<file path="src/rtl/vga_hex_dump_pkg.sv">
// Shared constants for the hex-dump overlay: colour codes,
// visible width, fetch column and the row-fetch FSM encoding.
package vga_hex_dump_pkg;

  localparam logic [2:0] BLACK = 3'b000;
  localparam logic [2:0] RED   = 3'b100;
  localparam logic [2:0] WHITE = 3'b111;

  localparam logic [9:0] H_VISIBLE = 10'd640;
  localparam logic [9:0] FETCH_COL = H_VISIBLE;

  typedef enum logic [1:0] {
    IDLE,
    FETCH,
    DRAIN
  } fetch_state_e;

endpackage

</file>
<file path="src/rtl/vga_row_fetch.sv">
// Row fetch engine: reads NBYTES bytes of one row into a line
// buffer during horizontal blanking; data lags rd by one cycle.
module vga_row_fetch
  import vga_hex_dump_pkg::*;
#(
  parameter int unsigned NBYTES = 4,
  parameter logic [7:0]  BASE   = 8'h00
) (
  input  logic                   clk_i,
  input  logic                   rst_ni,
  input  logic                   start_i,
  input  logic [2:0]             row_i,
  input  logic [7:0]             din_i,
  output logic [7:0]             addr_o,
  output logic                   rd_o,
  output logic                   busy_o,
  output logic [NBYTES-1:0][7:0] buf_o
);

  localparam logic [3:0] LAST = 4'(NBYTES - 1);

  fetch_state_e state_q, state_d;
  logic [3:0] k_q, k_d;
  logic [7:0] addr_q, addr_d;
  logic [7:0] row_base;
  logic [NBYTES-1:0][7:0] buf_q;
  logic       wr;
  logic [3:0] widx;

  assign row_base = BASE + 8'(32'(row_i) * NBYTES);

  always_comb begin
    state_d = state_q;
    k_d     = k_q;
    addr_d  = addr_q;
    unique case (state_q)
      IDLE: begin
        if (start_i) begin
          state_d = FETCH;
          k_d     = '0;
          addr_d  = row_base;
        end
      end
      FETCH: begin
        if (k_q == LAST) begin
          state_d = DRAIN;
        end else begin
          k_d    = k_q + 4'd1;
          addr_d = addr_q + 8'd1;
        end
      end
      DRAIN: state_d = IDLE;
      default: state_d = IDLE;
    endcase
  end

  always_ff @(posedge clk_i or negedge rst_ni) begin
    if (!rst_ni) begin
      state_q <= IDLE;
      k_q     <= '0;
      addr_q  <= '0;
    end else begin
      state_q <= state_d;
      k_q     <= k_d;
      addr_q  <= addr_d;
    end
  end

  // The byte read in cycle k lands in cycle k+1, hence the k-1 slot.
  assign wr   = ((state_q == FETCH) && (k_q != 4'd0))
              || (state_q == DRAIN);
  assign widx = (state_q == DRAIN) ? LAST : (k_q - 4'd1);

  always_ff @(posedge clk_i or negedge rst_ni) begin
    if (!rst_ni) begin
      buf_q <= '0;
    end else begin
      for (int i = 0; i < int'(NBYTES); i++) begin
        if (wr && (widx == 4'(i))) begin
          buf_q[i] <= din_i;
        end
      end
    end
  end

  assign addr_o = addr_q;
  assign rd_o   = (state_q == FETCH);
  assign busy_o = (state_q != IDLE);
  assign buf_o  = buf_q;

endmodule

</file>
<file path="src/rtl/vga_hex_dump.sv">
// Hex-dump overlay: window decode, blink counter and registered
// pixel outputs around the row fetch engine.
module vga_hex_dump
  import vga_hex_dump_pkg::*;
#(
  parameter logic [9:0]  LINE       = 10'd0,
  parameter logic [9:0]  COL        = 10'd0,
  parameter int unsigned ZOOM       = 0,
  parameter logic [2:0]  PCOLOR     = WHITE,
  parameter logic [2:0]  HCOLOR     = RED,
  parameter int unsigned NBYTES     = 4,
  parameter int unsigned NROWS      = 1,
  parameter logic [7:0]  BASE       = 8'h00,
  parameter int unsigned BLINK_LOG2 = 4
) (
  input  logic       px_clk,
  input  logic       resetn,
  input  logic [9:0] x,
  input  logic [9:0] y,
  input  logic       en,
  input  logic       freeze,
  input  logic       hl_en,
  input  logic [3:0] hl_idx,
  output logic [7:0] addr,
  output logic       rd,
  input  logic [7:0] din,
  output logic [7:0] dout,
  output logic [2:0] color,
  output logic [1:0] zoom,
  output logic       h2a,
  output logic       busy
);

  localparam int         SH    = 3 + int'(ZOOM);
  localparam logic [9:0] CMASK = 10'((8 << ZOOM) - 1);
  localparam int         FW    = int'(BLINK_LOG2) + 1;

  logic [9:0] y1, ry, cx, cy;
  logic       start, act, hl;
  logic [7:0] byte_sel;
  logic [3:0] nib;
  logic [NBYTES-1:0][7:0] rbuf;
  logic [FW-1:0] fcnt_q;
  logic [7:0] dout_q, dout_d;
  logic [2:0] color_q, color_d;
  logic [1:0] zoom_q, zoom_d;
  logic       h2a_q, h2a_d;

  // Fetch on the last scan line above a row, once the line is drawn.
  assign y1    = y + 10'd1;
  assign ry    = (y1 >> SH) - LINE;
  assign start = (x == FETCH_COL) && en && !freeze && !busy
              && ((y1 & CMASK) == 10'd0)
              && (ry < 10'(NROWS));

  vga_row_fetch #(
    .NBYTES (NBYTES),
    .BASE   (BASE)
  ) u_fetch (
    .clk_i   (px_clk),
    .rst_ni  (resetn),
    .start_i (start),
    .row_i   (ry[2:0]),
    .din_i   (din),
    .addr_o  (addr),
    .rd_o    (rd),
    .busy_o  (busy),
    .buf_o   (rbuf)
  );

  assign cx  = (x >> SH) - COL;
  assign cy  = (y >> SH) - LINE;
  assign act = en && (cx < 10'(2 * NBYTES)) && (cy < 10'(NROWS));
  assign hl  = hl_en && (cx[4:1] == hl_idx) && fcnt_q[FW-1];

  always_comb begin
    byte_sel = '0;
    for (int i = 0; i < int'(NBYTES); i++) begin
      if (cx[4:1] == 4'(i)) byte_sel = rbuf[i];
    end
  end

  assign nib = cx[0] ? byte_sel[3:0] : byte_sel[7:4];

  always_comb begin
    dout_d  = '0;
    color_d = BLACK;
    zoom_d  = '0;
    h2a_d   = 1'b0;
    if (act) begin
      dout_d  = {4'h0, nib};
      color_d = hl ? HCOLOR : PCOLOR;
      zoom_d  = 2'(ZOOM);
      h2a_d   = 1'b1;
    end
  end

  always_ff @(posedge px_clk or negedge resetn) begin
    if (!resetn) begin
      fcnt_q  <= '0;
      dout_q  <= '0;
      color_q <= BLACK;
      zoom_q  <= '0;
      h2a_q   <= 1'b0;
    end else begin
      if ((x == 10'd0) && (y == 10'd0)) fcnt_q <= fcnt_q + FW'(1);
      dout_q  <= dout_d;
      color_q <= color_d;
      zoom_q  <= zoom_d;
      h2a_q   <= h2a_d;
    end
  end

  assign dout  = dout_q;
  assign color = color_q;
  assign zoom  = zoom_q;
  assign h2a   = h2a_q;

endmodule

</file>
<file path="config.mk">
export PLATFORM = sky130hd
export DESIGN_NAME = vga_hex_dump
export DESIGN_NICKNAME = d
export VERILOG_FILES = /design/src/rtl/vga_hex_dump_pkg.sv /design/src/rtl/vga_row_fetch.sv /design/src/rtl/vga_hex_dump.sv
export SDC_FILE = /design/constraint.sdc
export NUM_CORES = 1
export LEC_CHECK = 0
export CAP_MARGIN = 20
export CORE_MARGIN = 1.5
export CORE_UTILIZATION = 30
export DETAILED_ROUTE_END_ITERATION = 6
export PLACE_DENSITY = 0.58
export SLEW_MARGIN = 30
export SYNTH_ARGS = -nofsm -noshare
export SYNTH_HDL_FRONTEND = slang
export SYNTH_SLANG_ARGS = --single-unit
export TNS_END_PERCENT = 10
</file>
<file path="constraint.sdc">
create_clock -name px_clk -period 3 [get_ports px_clk]
set_input_delay 0.3 -clock px_clk [delete_from_list [all_inputs] [get_ports px_clk]]
set_output_delay 0.3 -clock px_clk [all_outputs]
set_load 0.1 [all_outputs]
</file>
==> summary.md <==
| Metric | Value |
|---|---|
| Buffers added on ports | 54 |
| Maximum number of pins on one net before global-route repair | 58 |
| Slew @ Worst Pin | 0.7250 ns |
| Ratio of total power to cell area | 477.3 nW/µm² |
| Relative slew slack | 0.5167 |
| Post-synth top area share | 0.4826 |
| Placed cell count | 415 |
| Row count | 36 |
| Die width | 102.3 µm |
| Async set-reset flop share out of synthesis | 1.000 |
| Hpwl dp | 4584 µm |
| Worst setup margin | 0.8286 ns |
| Final worst path period need | 2.171 ns |
| Status | complete, no violations |
| CTS hold repair buffers | 0 |
| #FFs+latches synth | 57 |
| Critical path's top delay family | compound AO/OA/AOI/OAI gates |
| Most numerous cell in the Yosys netlist | dfrtp_1 |
| Synth top area cells | dfrtp_1 48%, mux2_2 9.5%, mux4_2 6.1% |
| Yosys top cell by area | dfrtp_1 |
| CTS resizes | 0 |
| Pre-CTS setup slack | 0.6145 ns |
| Post-Route Utilization | 0.3894 |
| Die Y | 102.3 µm |
| Nets | 334 |
| Startpoint Class | register |
| Total wire length | 6455 µm |
| Grt total ovfl | 0 |
| Max Buffers Root-to-Sink | 2 |
| Top fanout value on the critical path | 8 |
| Core area | 9684 µm² |
| CP Class | reg2reg |
| First-pass GRT wire length | 10430 µm |
| Worst Setup SP | u_fetch.k_q[0]$_DFFE_PN0P_ |
| Initial antenna violation count | 0 |
| Final ANT Viol Nets | 0 |
| H-tree levels | 3 |
| Clock edge transition at the registers on the reported setup and hold paths | 0.07 ns |
| CP endpoint kind | register |
| Final worst-path cycle share | 0.7238 |
| Number of global-route vias before repair | 2078 |
| Synth Warn # | 0 |
| Crit path max-delay cell type | o41ai_4 |
| Vias per std cell | 4.703 |
| Final setup TNS | 0 ns |
| P_leak | 0.001634 µW |
| Drt wl/cell | 14.98 µm |
| CTS buffer count | 9 |
| Multi-input combinational cell area | 1409 µm² |
| Main synth FF type | dfrtp_1 |
| FF-to-FF Start | u_fetch.k_q[0]$_DFFE_PN0P_ |
| Final setup skew | 0.008986 ns |
| DRC violations left | 0 |
| Starting Density | 0.3052 |
| CP Cell Sequence | inv_1 > ha_1 > o41ai_4 > mux2_2 |
| Final Setup Violations | 0 |
| Layout area overhead | 27.60% |
| Buf/Inv on CP | 1 |
| I/O pins | 61 |
| Gate Count Post-Synth | 236 |
| Fill cells | 964 |
| Number of synthesized flops with an enable pin | 0 |
| Max_cap viols | 0 |
| Die ar. | 10460 µm² |
| Routability congestion estimate | 0.7693 |
| Layout cell share with drive strength beyond 1 | 0.2953 |
| Clock tree from TritonCTS | built |
| Final hold slack | 0.1082 ns |
| Post-synth top cells | 57 x dfrtp_1, 25 x mux2_2, 12 x nor2_1, 10 x nand3_1 |
| Fin cells | 431 |
| Max-slew violations | 0 |
| Crit path required time | 3.21 ns |
| Root Buffer | clkbuf_8 |
| Seq/Total Area, Yosys | 0.4826 |
| Worst Hold Class | in2async |
| Num Clock Sinks | 57 |
| Antenna Cells | 0 |
| Syn avg cell area | 12.52 µm² |
| Post-synth cell types | 52 |
| Mapped Area | 2955 µm² |
| Final Hold Viols | 0 |
| Clock Latency Late Sink | 0.33 ns |
| Fmax achieved | 0.4605 GHz |
| Via count | 2027 |
| 1st-pass router iterations | 4 |
| Sequential Area | 1426 µm² |
| CP arrival | 2.38 ns |
| Tot GR Track Use | 0.1315 |
| RSZ-0062 raised after global routing | false |
| Slowest stage delay, CP | 0.67 ns |
| Peak VDD IR | 0.3549 mV |
| DRT iter0 DRCs | 61 |
| Post-CTS setup buffer count | 0 |
worst paths after layout:
path,slack [ns],cells after the start,to
hold reg to reg,0.48,1,fcnt_q[3]$_DFFE_PN0P_
min in group px_clk,0.48,1,fcnt_q[3]$_DFFE_PN0P_
setup reg to reg,0.83,4,u_fetch.buf_o[26]$_DFFE_PN0P_
hold / removal,0.11,2,u_fetch.buf_o[15]$_DFFE_PN0P_
setup / recovery,0.83,4,u_fetch.buf_o[26]$_DFFE_PN0P_
max in group asynchronous,2.41,2,u_fetch.state_q[1]$_DFFE_PN0P_
cells by family (layout without fill, tap and decap cells):
family	Yosys count	in the layout	share of synthesized area
flip-flops	57	57	0.4826
XOR/XNOR	13	13	0.04107
buffers and inverters	25	82	0.04699
multiplexers	47	47	0.2172
adder cells (fa/ha/maj)	4	4	0.01694
other	1	6	0.001269
AND/OR/NAND/NOR	65	65	0.1245
AO/OA/AOI/OAI	24	24	0.06943
registers in the layout, summed over array words and instances (netlist names):
signal,cells
fcnt_q,5
dout,4
u_fetch.state_q,2
u_fetch.buf_o,32
color,2
u_fetch.addr_o,8
u_fetch.k_q,4
placed cells by master (no fill, tap or decap), types with 2 or more instances in the layout:
master,n
o21a_1,2
nor3_1,8
dfrtp_1,57
clkinv_2,2
clkinv_4,2
bufinv_16,2
conb_1,6
o21ai_0,3
nor2_1,12
nand2b_1,3
and4_1,3
a21oi_1,3
xor2_1,8
mux2i_1,6
mux4_2,8
xnor2_1,4
nor4_1,3
nand2_1,9
mux2_4,8
mux2_2,25
or3_1,2
clkbuf_8,9
nand4_1,3
nand3_1,10
buf_4,22
or2_1,2
nor3b_1,3
ha_1,4
o211ai_1,3
inv_1,6
clkdlybuf4s50_1,35
worst register-to-register path, stage by stage, from the launching register on:
cell and delay, ns:
dfrtp_1 0.52, inv_1 0.08, ha_1 0.38, o41ai_4 0.67, mux2_2 0.41
per-layer routing:
metal | global-route usage | part of all wire | up-vias | routed length [µm]
met5 | 0 | 0 | - | 0
met4 | 0.03793 | 0.011 | 0 | 72
met3 | 0.04241 | 0.055 | 8 | 358
met2 | 0.2094 | 0.48 | 48 | 3096
met1 | 0.1718 | 0.45 | 1000 | 2927
li1 | - | - | 971 | -
report_power, final:
group | switching (µW) | internal (µW)
clock network | 312 | 467
logic | 117 | 96.8
registers | 14.1 | 794
final cells by class:
type                       count  area share
clock buffer                   9     0.03285
clock inverter                 7     0.02522
sequential                    57      0.3782
tap                          133     0.04413
multi-input combinational    159      0.3736
inverter                       8    0.007963
timing repair buffer          58      0.1380
through the flow:
stage / instance area [µm²] / total power (µW)
after detailed placement: 3552 / 1038
final: 3771 / 1800
after CTS: 3771 / 1829
after floorplan: 2974 / 948.9
after global routing: 3771 / 1878
after global placement: 3552 / 1037
Note: power is estimated with default switching activity, not from simulation.
